### config.mk
export PLATFORM = sky130hd
export DESIGN_NAME = seq_scan_ctrl
export DESIGN_NICKNAME = d
export VERILOG_FILES = /design/src/rtl/seq_scan_pkg.sv /design/src/rtl/seq_match_core.sv /design/src/rtl/seq_scan_ctrl.sv
export SDC_FILE = /design/constraint.sdc
export NUM_CORES = 1
export LEC_CHECK = 0
export CAP_MARGIN = 5
export CORE_MARGIN = 2
export CORE_UTILIZATION = 52
export DETAILED_ROUTE_END_ITERATION = 10
export PLACE_DENSITY = 0.9
export SKIP_CTS_REPAIR_TIMING = 1
export SYNTH_ARGS = -nofsm -noshare
export SYNTH_HDL_FRONTEND = slang
export SYNTH_SLANG_ARGS = --single-unit
### constraint.sdc
create_clock -name clk -period 2.4 [get_ports clk]
set_input_delay 0.36 -clock clk [delete_from_list [all_inputs] [get_ports clk]]
set_output_delay 0.36 -clock clk [all_outputs]
set_load 0.005 [all_outputs]
### src/rtl/seq_scan_pkg.sv
// Shared types and constants for the serial scan controller.
package seq_scan_pkg;

  typedef enum logic [1:0] {
    IDLE  = 2'd0,
    SHIFT = 2'd1,
    FLUSH = 2'd2,
    DONE  = 2'd3
  } scan_state_e;

  localparam logic [3:0] PAT_DEFAULT = 4'b1011;

endpackage

### src/rtl/seq_match_core.sv
// Moore-style programmable pattern matcher: history shift register,
// saturating valid-bit count and a registered match flag.
module seq_match_core #(
  parameter int PAT_W = 4
) (
  input  logic             clk,
  input  logic             rst,
  input  logic             clr,
  input  logic             en,
  input  logic             bit_in,
  input  logic [PAT_W-1:0] pattern,
  input  logic             overlap,
  output logic             match
);

  localparam int VC_W = $clog2(PAT_W + 1);
  localparam logic [VC_W-1:0] VC_FULL = VC_W'(PAT_W);

  logic [PAT_W-1:0] hist_q, hist_d;
  logic [VC_W-1:0]  vcnt_q, vcnt_d;
  logic             match_q, match_d;

  // Shift the new bit into history, count valid bits and compare to the pattern.
  always_comb begin
    hist_d  = hist_q;
    vcnt_d  = vcnt_q;
    match_d = 1'b0;
    if (clr) begin
      hist_d = '0;
      vcnt_d = '0;
    end else if (en) begin
      hist_d = {hist_q[PAT_W-2:0], bit_in};
      if (vcnt_q != VC_FULL) begin
        vcnt_d = vcnt_q + VC_W'(1);
      end
      if ((hist_d == pattern) && (vcnt_d == VC_FULL)) begin
        match_d = 1'b1;
        if (!overlap) begin
          vcnt_d = '0;
        end
      end
    end
  end

  // Matcher state registers.
  always_ff @(posedge clk or posedge rst) begin
    if (rst) begin
      hist_q  <= '0;
      vcnt_q  <= '0;
      match_q <= 1'b0;
    end else begin
      hist_q  <= hist_d;
      vcnt_q  <= vcnt_d;
      match_q <= match_d;
    end
  end

  assign match = match_q;

endmodule

### src/rtl/seq_scan_ctrl.sv
// Scan controller: accepts a word, serialises it MSB-first through the
// pattern matcher, tallies matches and reports completion.
module seq_scan_ctrl
  import seq_scan_pkg::*;
#(
  parameter int               WORD_W  = 16,
  parameter int               PAT_W   = 4,
  parameter logic [PAT_W-1:0] PAT_RST = PAT_W'(PAT_DEFAULT),
  parameter int               CNT_W   = $clog2(WORD_W + 1),
  parameter int               POS_W   = $clog2(WORD_W)
) (
  input  logic              clk,
  input  logic              rst,
  input  logic              cfg_we,
  input  logic [PAT_W-1:0]  cfg_pat,
  input  logic              in_valid,
  output logic              in_ready,
  input  logic [WORD_W-1:0] in_data,
  input  logic              in_overlap,
  output logic              busy,
  output logic              det_x,
  output logic              det_z,
  output logic              done,
  output logic [CNT_W-1:0]  match_cnt,
  output logic [POS_W-1:0]  first_pos,
  output logic              first_vld
);

  localparam logic [POS_W-1:0] LAST_IDX = POS_W'(WORD_W - 1);

  scan_state_e       state_q, state_d;
  logic [WORD_W-1:0] shreg_q, shreg_d;
  logic              ovl_q, ovl_d;
  logic [PAT_W-1:0]  pat_q, pat_d;
  logic [POS_W-1:0]  bit_idx_q, bit_idx_d;
  logic [POS_W-1:0]  last_idx_q, last_idx_d;
  logic [CNT_W-1:0]  cnt_q, cnt_d;
  logic [POS_W-1:0]  fpos_q, fpos_d;
  logic              fvld_q, fvld_d;
  logic              accept;
  logic              core_en;
  logic              core_match;

  seq_match_core #(
    .PAT_W(PAT_W)
  ) u_core (
    .clk    (clk),
    .rst    (rst),
    .clr    (accept),
    .en     (core_en),
    .bit_in (shreg_q[WORD_W-1]),
    .pattern(pat_q),
    .overlap(ovl_q),
    .match  (core_match)
  );

  // Next-state, serialiser and result tally; a new accept overrides the tally.
  always_comb begin
    state_d    = state_q;
    shreg_d    = shreg_q;
    ovl_d      = ovl_q;
    pat_d      = pat_q;
    bit_idx_d  = bit_idx_q;
    last_idx_d = last_idx_q;
    cnt_d      = cnt_q;
    fpos_d     = fpos_q;
    fvld_d     = fvld_q;
    accept     = 1'b0;
    core_en    = 1'b0;

    if (core_match) begin
      cnt_d = cnt_q + CNT_W'(1);
      if (!fvld_q) begin
        fpos_d = last_idx_q;
        fvld_d = 1'b1;
      end
    end

    case (state_q)
      IDLE: begin
        if (cfg_we) begin
          pat_d = cfg_pat;
        end
        if (in_valid) begin
          accept    = 1'b1;
          shreg_d   = in_data;
          ovl_d     = in_overlap;
          cnt_d     = '0;
          fpos_d    = '0;
          fvld_d    = 1'b0;
          bit_idx_d = '0;
          state_d   = SHIFT;
        end
      end
      SHIFT: begin
        core_en    = 1'b1;
        shreg_d    = {shreg_q[WORD_W-2:0], 1'b0};
        last_idx_d = bit_idx_q;
        bit_idx_d  = bit_idx_q + POS_W'(1);
        if (bit_idx_q == LAST_IDX) begin
          state_d = FLUSH;
        end
      end
      FLUSH: begin
        state_d = DONE;
      end
      DONE: begin
        state_d = IDLE;
      end
      default: begin
        state_d = IDLE;
      end
    endcase
  end

  // Controller state registers.
  always_ff @(posedge clk or posedge rst) begin
    if (rst) begin
      state_q    <= IDLE;
      shreg_q    <= '0;
      ovl_q      <= 1'b0;
      pat_q      <= PAT_RST;
      bit_idx_q  <= '0;
      last_idx_q <= '0;
      cnt_q      <= '0;
      fpos_q     <= '0;
      fvld_q     <= 1'b0;
    end else begin
      state_q    <= state_d;
      shreg_q    <= shreg_d;
      ovl_q      <= ovl_d;
      pat_q      <= pat_d;
      bit_idx_q  <= bit_idx_d;
      last_idx_q <= last_idx_d;
      cnt_q      <= cnt_d;
      fpos_q     <= fpos_d;
      fvld_q     <= fvld_d;
    end
  end

  assign in_ready  = (state_q == IDLE);
  assign busy      = (state_q == SHIFT) || (state_q == FLUSH);
  assign det_x     = (state_q == SHIFT) ? shreg_q[WORD_W-1] : 1'b0;
  assign det_z     = core_match;
  assign done      = (state_q == DONE);
  assign match_cnt = cnt_q;
  assign first_pos = fpos_q;
  assign first_vld = fvld_q;

endmodule

After elaboration in Yosys (flattened, before gate mapping)
Cells that the tools add are included.
W data, S select, Z words.
- flip-flop bits (word level): 48
- output and inout bits: 15
- word-level logic and storage cells: 66
- add/subtract/negate cells: 3
- equality and inequality tests: 9
- muxes and demuxes: 33
- reduce and logical (&&, ||, !) cells: 9
- operator list (kind ; number):
    $pmux W16 S2 ; 1
    $mux W3 ; 9
    $mux W4 ; 5
    $mux W16 ; 1
    $mux W5 ; 3
    $mux W1 ; 10
    $pmux W2 S4 ; 1
    $pmux W4 S2 ; 1
    $reduce_and A2 Y1 ; 4
    $add A5 B1 Y5 const B ; 1
    $add A4 B1 Y4 const B ; 1
    $eq A2 B2 Y1 const B ; 2
    $eq A4 B4 Y1 ; 1
    $eq A4 B4 Y1 const B ; 1
    $mux W2 ; 2
    $ne A2 B2 Y1 const B ; 2
    $reduce_bool A2 Y1 ; 2
    $add A3 B1 Y3 const B ; 1
    $eq A3 B3 Y1 const B ; 1
    $ne A3 B3 Y1 const B ; 1
    $eq A2 B1 Y1 const B ; 1
    $logic_not A2 Y1 ; 1
    $logic_and A1 B1 Y1 ; 1
    $logic_or A1 B1 Y1 ; 1

Logic depth before layout (Yosys ltp)
Gate-level depths: netlist (run 1).
- depth in word-level cells: 9
- depth in mapped cells: 7

Modules after synthesis
Synthesis (run 1) repeated with hierarchy kept, for this count alone.
- cell total of the unflattened synthesis: 206
- area, all modules: 2274.7 µm²
- modules (own cells, without submodules) (module ; instances ; cells each ; area an instance (µm²) ; seq. area each (µm²)):
    seq_scan_ctrl ; 1 ; 166 ; 1880.6 ; 1029.7
    seq_match_core ; 1 ; 40 ; 394.1 ; 175.2

Worst setup path after synthesis (run 1)
OpenSTA, ideal clock, no wires.
- path type: register to register
- start: register state_q[0]
- end: register u_core.match_q, in the netlist u_core.match
- library setup time: 0.096 ns
- arrival: 1.978 ns
- required time: 2.304 ns
- path slack: 0.327 ns
- stages on the path, launching flop included: 8
- path buffers: 1
- cell sequence: dfrtp_1 inv_1 ha_1 and2_4 buf_6 or3_4 or4_1 nor4_2
- RTL lines (element ; RTL line ; source):
    from (decl) ; seq_scan_ctrl.sv:31 ; scan_state_e state_q, state_d;
    from (signal assigned) ; seq_scan_ctrl.sv:129 ; state_q <= state_d;
    $logic_not A2 Y1 ; - ;
    named net in_ready ; seq_scan_ctrl.sv:17 ; output logic in_ready,
    $mux W1 ; seq_scan_ctrl.sv:79 ; case (state_q)
    $mux W1 ; seq_match_core.sv:28 ; if (clr) begin
    named net u_core.match_d ; seq_match_core.sv:21 ; logic match_q, match_d;
    to (signal assigned) ; seq_match_core.sv:54 ; match_q <= match_d;
    to (decl) ; seq_match_core.sv:21 ;
The timed path passes the listed nets, and every way through them passes these cells.
A chain may end at the register's enable or synchronous reset.

Final worst setup path (run 1)
- start: register state_q[0]
- end: register u_core.match_q, in the netlist u_core.match
- longest elaborated chain between the ends: 4
- ends and longest elaborated chain (element ; RTL line ; source):
    $eq A2 B1 Y1 ; seq_scan_ctrl.sv:79 ;
    $mux W1 ; seq_scan_ctrl.sv:79 ;
    $mux W1 ; seq_match_core.sv:31 ; end else if (en) begin
    $mux W1 * ; seq_match_core.sv:28 ;
    named net u_core.match_d ; seq_match_core.sv:21 ;
Mark *: on every way through the listed nets, which the timed path passes. The rest lies on a longest branch.

==> impl_metrics.yaml, run 1 <==
power_and_ir_drop:
  combPwrFrac: 0.412
  p_leak_nw: 1.30
  clockPowerShare: 0.158
  p_total_mw: 3.03
  power.internal_mw: 1.94
  seqPwrFrac: 0.430
  p_per_area_nw_per_um2: 1080
  switching_share: 0.360
  p_sw_mw: 1.09
  max-vdd-ir-drop_mv: 0.672
drt:
  first_pass_iters: 4
  met1_length_um: 1660
  detail_route.iter0.violations: 42
  wl_met2_um: 1940
  routedWlPerCell_um: 13.2
  dr_wl_met3_um: 196
  totalWireLength_um: 3890
  final_antenna_net_count: 0
  via_count: 1559
  post_drt_via_cell_ratio: 5.28
  top_layer_used: "met4"
  drc: 0
logic_synthesis:
  synth_warnings: 0
  yosysUniqueCellTypes: 34
  synthCells: 203
  synth_ff_type: "dfrtp_1"
  async_flop_share: 1.00
  ys_seq_area_frac: 0.535
  syn_area_um2: 2250
  synth_edf_count: 0
  syn_area_per_cell_um2: 11.1
  synth_fp_nets: 236
  synth_seq_cells: 48
global_routing:
  grt_usage: 0.181
  grt_pass1_wl_um: 7070
  antenna_found_initial: 0
  grt-ovfl-total: 0
  grt_max_degree: 35
  grt_pass1_vias: 1665
worst_setup_path:
  ff2ff_setup_slack_ns: 0.26
  rr_startpoint: "state_q[0]"
  worstPathCellList: "inv_1 > ha_1 > and2_4 > or3_4 > or4_1 > nor4_2"
  critPathKind: "register to register"
  worstPathRequired_ns: 2.61
  crit_path_max_incr_delay_ns: 0.54
  start_kind: "register"
  critPathSlowestCell: "or4_1"
  worst_ep_arrival_time_ns: 2.34
  worst-path-max-fanout: 8
  end_kind: "register"
  startpoint: "state_q[0]"
sta:
  fmax_ghz: 0.468
  rsz0062_at_grt: "no"
  fin_ws_ns: 0.263
  finalSetupViolations: 0
  fin_crit_sh: 0.891
  max-slew-margin-rel: 0.518
  final-hold-violation-count: 0
  post-route-min-period_ns: 2.14
  worst_pin_slew_ns: 0.721
  skew_ns: 0.00498
  finalMaxSlewViolations: 0
  tns_ns: 0
final_layout:
  num-nets-final: 277
  fillers: 315
  syn_to_final_growth_pct: 24.5
  drive_gt1_frac: 0.118
  final_area_um2: 2800
  layoutNonFillerInstCount: 295
  antenna_cells: 0
placed_design:
  port_buffers: 39
  place_inst: 287
  preCtsSetupSlack_ns: 0.151
  gp_congestion: 0.800
  hpwl_um: 2890
  placed_cell_area_um2: 2700
min_path:
  hold_path.class: "input port to async pin"
clocking:
  cts_sinks: 48
  cts_buffers: 5
  cts.clk_slew.worst_paths_ns: 0.08
  htreeDepth: 2
  cts_tree: "done"
  clock_latency_ns: 0.30
  clk_path_buf_depth: 2
  ctsRootBufferMaster: "clkbuf_8"
floorplanning:
  row_count: 23
  fp.coreArea_um2: 4090
  die_area_um2: 4870
  io_pins: 40
  chipWidth_um: 69.8
  die_h_um: 69.8
  start_util: 0.551
flow_run:
  cap_violations: 0
outcome:
  status: "finished, final reports clean"
worst paths after layout:
check	end	cells past startpoint
setup / recovery	u_core.match	6
setup reg to reg	u_core.match	6
max in group asynchronous	bit_idx_q[3]	3
hold reg to reg	shreg_q[3]	2
hold / removal	match_cnt[3]	2
min in group clk	shreg_q[3]	2
cells by family (layout without fill, tap and decap cells):
group,after synthesis,in the layout,share of synthesized area
AOI/OAI and AO/OA,30,30,0.0762
xor gates and xnor gates,10,10,0.0389
adders and majority gates,8,8,0.0445
buffers and inverters,18,60,0.0334
DFF,48,48,0.535
muxes,33,33,0.152
and+or+nand+nor,56,56,0.120
state kept, by name, indices dropped and copies added, names as in the netlist:
signal,count
bit_idx_q,4
pat_q,4
shreg_q,16
ovl_q,1
first_pos,4
u_core.hist_q,3
state_q,2
u_core.vcnt_q,3
match_cnt,5
u_core.match,1
first_vld,1
last_idx_q,4
final cells by class:
type	instances	area (um^2)	area share
clock buffer	8	90.1	0.0322
inverter	7	26.3	0.00938
multi-input combinational	137	982	0.351
sequential	48	1200	0.430
tap	50	62.6	0.0223
timing repair buffer	45	435	0.155
through the flow:
| step | hold WS, ns | utilization |
|---|---|---|
| final | 0.430 | 0.686 |
| after global routing | 0.480 | 0.686 |
| after CTS | 0.449 | 0.684 |
| after detailed placement | 0.474 | 0.662 |
| after global placement | 0.462 | 0.662 |
| after floorplan | 0.450 | - |
cell usage in the layout, fill, tap and decap left out, types with 3 or more instances in the layout:
cell type / n
mux2_2: 9
clkbuf_8: 6
ha_1: 8
buf_4: 6
nand2_1: 23
mux2i_1: 24
xnor2_1: 3
dfrtp_1: 45
nor2_1: 16
xor2_1: 7
clkdlybuf4s50_1: 39
o21ai_0: 20
inv_1: 6
dfstp_2: 3
a21oi_1: 3
critical path, delay by kind of cell (launching register included):
family,cells,cell delay (ns)
buffers and inverters,1,0.08
flip-flops,1,0.38
AND/OR/NAND/NOR,4,1.25
adder cells (fa/ha/maj),1,0.32
routing by layer:
| layer | up-vias | GRT usage |
|---|---|---|
| met4 | 0 | 0.0748 |
| met2 | 37 | 0.315 |
| met1 | 742 | 0.199 |
| li1 | 769 | - |
| met3 | 11 | 0.0640 |
| met5 | - | 0 |
Yosys cell counts (all sizes together) (3+ instances only):
master  count  area share
xnor2       3       0.012
ha          8       0.044
dfrtp      45        0.50
inv         7       0.012
clkbuf     10       0.017
a21oi       3      0.0067
o21ai      21       0.047
dfstp       3       0.035
mux2i      24        0.11
xor2        7       0.027
nand2      23       0.038
nor2       16       0.027
mux2        9       0.045
power groups by stage:
stage               combinational, mW  sequential [mW]  clock (mW)
floorplan                       0.937             1.26           0
global placement                 1.20             1.30           0
detailed placement               1.25             1.31           0
CTS                              1.26             1.30       0.498
global route                     1.41             1.34       0.537
finish                           1.25             1.30       0.479
(Power assumes the default switching activity.)
==> inputs of run 2 (changes only) <==
--- a/config.mk
+++ b/config.mk
@@ -11,6 +11,7 @@
 export DETAILED_ROUTE_END_ITERATION = 10
 export PLACE_DENSITY = 0.9
 export SKIP_CTS_REPAIR_TIMING = 1
+export SLEW_MARGIN = 10
 export SYNTH_ARGS = -nofsm -noshare
 export SYNTH_HDL_FRONTEND = slang
 export SYNTH_SLANG_ARGS = --single-unit
==> results of run 2 <==
The final DEF is identical to that of run 1; final timing and power are the same.
==> inputs of run 3 (changes only) <==
--- a/config.mk
+++ b/config.mk
@@ -6,10 +6,10 @@
 export NUM_CORES = 1
 export LEC_CHECK = 0
 export CAP_MARGIN = 5
-export CORE_MARGIN = 2
-export CORE_UTILIZATION = 52
+export CORE_MARGIN = 3
+export CORE_UTILIZATION = 47
 export DETAILED_ROUTE_END_ITERATION = 10
-export PLACE_DENSITY = 0.9
+export PLACE_DENSITY = 0.86
 export SKIP_CTS_REPAIR_TIMING = 1
 export SLEW_MARGIN = 10
 export SYNTH_ARGS = -nofsm -noshare
==> constraint.sdc (replaced) <==
create_clock -name clk -period 1.9 [get_ports clk]
set_input_delay 0.285 -clock clk [delete_from_list [all_inputs] [get_ports clk]]
set_output_delay 0.285 -clock clk [all_outputs]
set_load 0.005 [all_outputs]
==> run 3 against run 2 <==
Compared with the run above: clock power is 49% higher; combinational power is 42% higher; highest routed layer unchanged; flip-flop and latch count stayed put; non-clock buffer count is 5 higher; worst hold slack worse by 0.089 ns; register-to-register slack worse by 0.24 ns; critical endpoint unchanged; cell area is 4.1% higher; critical path depth is 1 higher; largest power group is now combinational cells.
==> impl_metrics.yaml, run 3 (synthesized netlist as in run 1, its figures left out) <==
outcome:
  status: "finished, final reports clean"
floorplanning:
  io_pins: 40
  fp.coreArea_um2: 4470
  die_area_um2: 5660
  row_count: 24
  start_util: 0.503
  chipWidth_um: 75.2
  die_h_um: 75.2
sta:
  finalMaxSlewViolations: 0
  final-hold-violation-count: 0
  post-route-min-period_ns: 1.88
  fmax_ghz: 0.533
  skew_ns: 0.00858
  max-slew-margin-rel: 0.764
  fin_ws_ns: 0.0243
  worst_pin_slew_ns: 0.352
  fin_crit_sh: 0.987
  finalSetupViolations: 0
  rsz0062_at_grt: "yes"
final_layout:
  final_common_cell: "dfrtp_1"
  antenna_cells: 0
  syn_to_final_growth_pct: 29.6
  largest_reg_flops: 16
  fillers: 371
  layout_common_cells: "dfrtp_1, clkdlybuf4s50_1, mux2i_1"
  regMostFlops: "shreg_q"
  num-nets-final: 282
  layoutNonFillerInstCount: 302
  drive_gt1_frac: 0.156
global_routing:
  antenna_found_initial: 0
  grt-ovfl-total: 0
  grt.met1_usage: 0.186
  use_met2: 0.277
  grt_pass1_wl_um: 6880
  busiest_layer: "met2"
  grt_pass1_vias: 1573
  grt_usage: 0.162
  grt_max_degree: 49
  grt_use_met3: 0.0587
worst_setup_path:
  worst_ep_arrival_time_ns: 2.08
  critPathSlowestCell: "or4_4"
  worst-path-max-fanout: 3
  ff2ff_setup_slack_ns: 0.02
  critPathKind: "register to register"
  worstPathCellList: "inv_2 > buf_6 > ha_4 > and2_4 > or3_4 > or4_4 > nor4_4"
  start_kind: "register"
  rr_worst_depth: 7
  crit_path_max_incr_delay_ns: 0.44
  rr_startpoint: "state_q[1]"
  critPathTopFamily: "simple AND/OR/NAND/NOR gates"
  end_kind: "register"
  worstPathRequired_ns: 2.11
  r2r-end: "u_core.match"
  critPathBufInv: 2
power_and_ir_drop:
  p_leak_nw: 1.38
  max-vdd-ir-drop_mv: 0.834
  p_per_area_nw_per_um2: 1420
drt:
  drc: 0
  via_count: 1552
  detail_route.iter0.violations: 74
  totalWireLength_um: 4030
  final_antenna_net_count: 0
  first_pass_iters: 4
  routedWlPerCell_um: 13.3
  post_drt_via_cell_ratio: 5.14
placed_design:
  gp_congestion: 0.787
  preCtsSetupSlack_ns: -0.120
  hpwl_um: 2890
  port_buffers: 39
  place_inst: 293
clocking:
  cts_tree: "done"
  clock_latency_ns: 0.30
  ctsRootBufferMaster: "clkbuf_8"
  cts.clk_slew.worst_paths_ns: 0.08
  cts_buffers: 5
  htreeDepth: 2
  cts_sinks: 48
  clk_path_buf_depth: 2
min_path:
  hold_path.class: "input port to async pin"
flow_run:
  cap_violations: 0
==> run 3: cell types whose count changed in the layout (fill, tap and decap cells not counted), sizes merged <==
cell,change
clkinv,+1
dlymetal6s2s,+3
buf,+5
clkbuf,-2
bufinv,+1
clkdlybuf4s50,-3
==> run 3: worst max-delay path by stage <==
stage	startpoint	end	slack, ns	depth (start not counted)
final	state_q[1]	u_core.match	0.02	7
after global routing	state_q[1]	u_core.match	-0.05	7
after CTS	state_q[1]	det_x	-0.17	5
after detailed placement	in_valid	u_core.match	-0.12	5
after global placement	in_valid	u_core.match	-0.1	5
after floorplan	state_q[0]	u_core.match	-0.06	7
==> run 3: worst register-to-register path, cell delays in order, from the launching register on <==
cell	delay, ns
dfrtp_1	0.39
inv_2	0.07
buf_6	0.12
ha_4	0.15
and2_4	0.13
or3_4	0.36
or4_4	0.44
nor4_4	0.14
==> run 3: per-stage QoR <==
step | setup TNS, ns | instance area [um^2] | util | total power, mW | hold slack [ns]
2_1_floorplan | -0.0620 | 2270 | - | 2.82 | 0.435
3_3_place_gp | -0.0990 | 2780 | 0.621 | 3.34 | 0.465
3_5_place_dp | -0.120 | 2780 | 0.621 | 3.42 | 0.478
4_1_cts | -0.228 | 2890 | 0.645 | 4.14 | 0.350
5_1_grt | -0.0498 | 2920 | 0.652 | 4.49 | 0.370
6_report | 0 | 2920 | 0.652 | 4.14 | 0.340
==> run 3: layout make-up <==
type,count,area (um^2),area share
clock buffers,6,72.6,0.0249
clock inverters,2,35.0,0.0120
inverters,7,26.3,0.00901
multi-input cells,137,1000,0.343
flip-flops and latches,48,1200,0.413
well taps,52,65.1,0.0223
repair buffers,50,513,0.176
==> run 3: metal layers <==
layer  up-vias  share of wire
met5         -              0
met1       728           0.44
met2        37           0.49
met3         7          0.050
met4         0          0.017
li1        780              -
==> run 3: report_power, final <==
group / internal [mW] / switching [mW]
clock: 0.391 / 0.325
sequential: 1.41 / 0.242
combinational: 0.885 / 0.893
total: 2.68 / 1.46
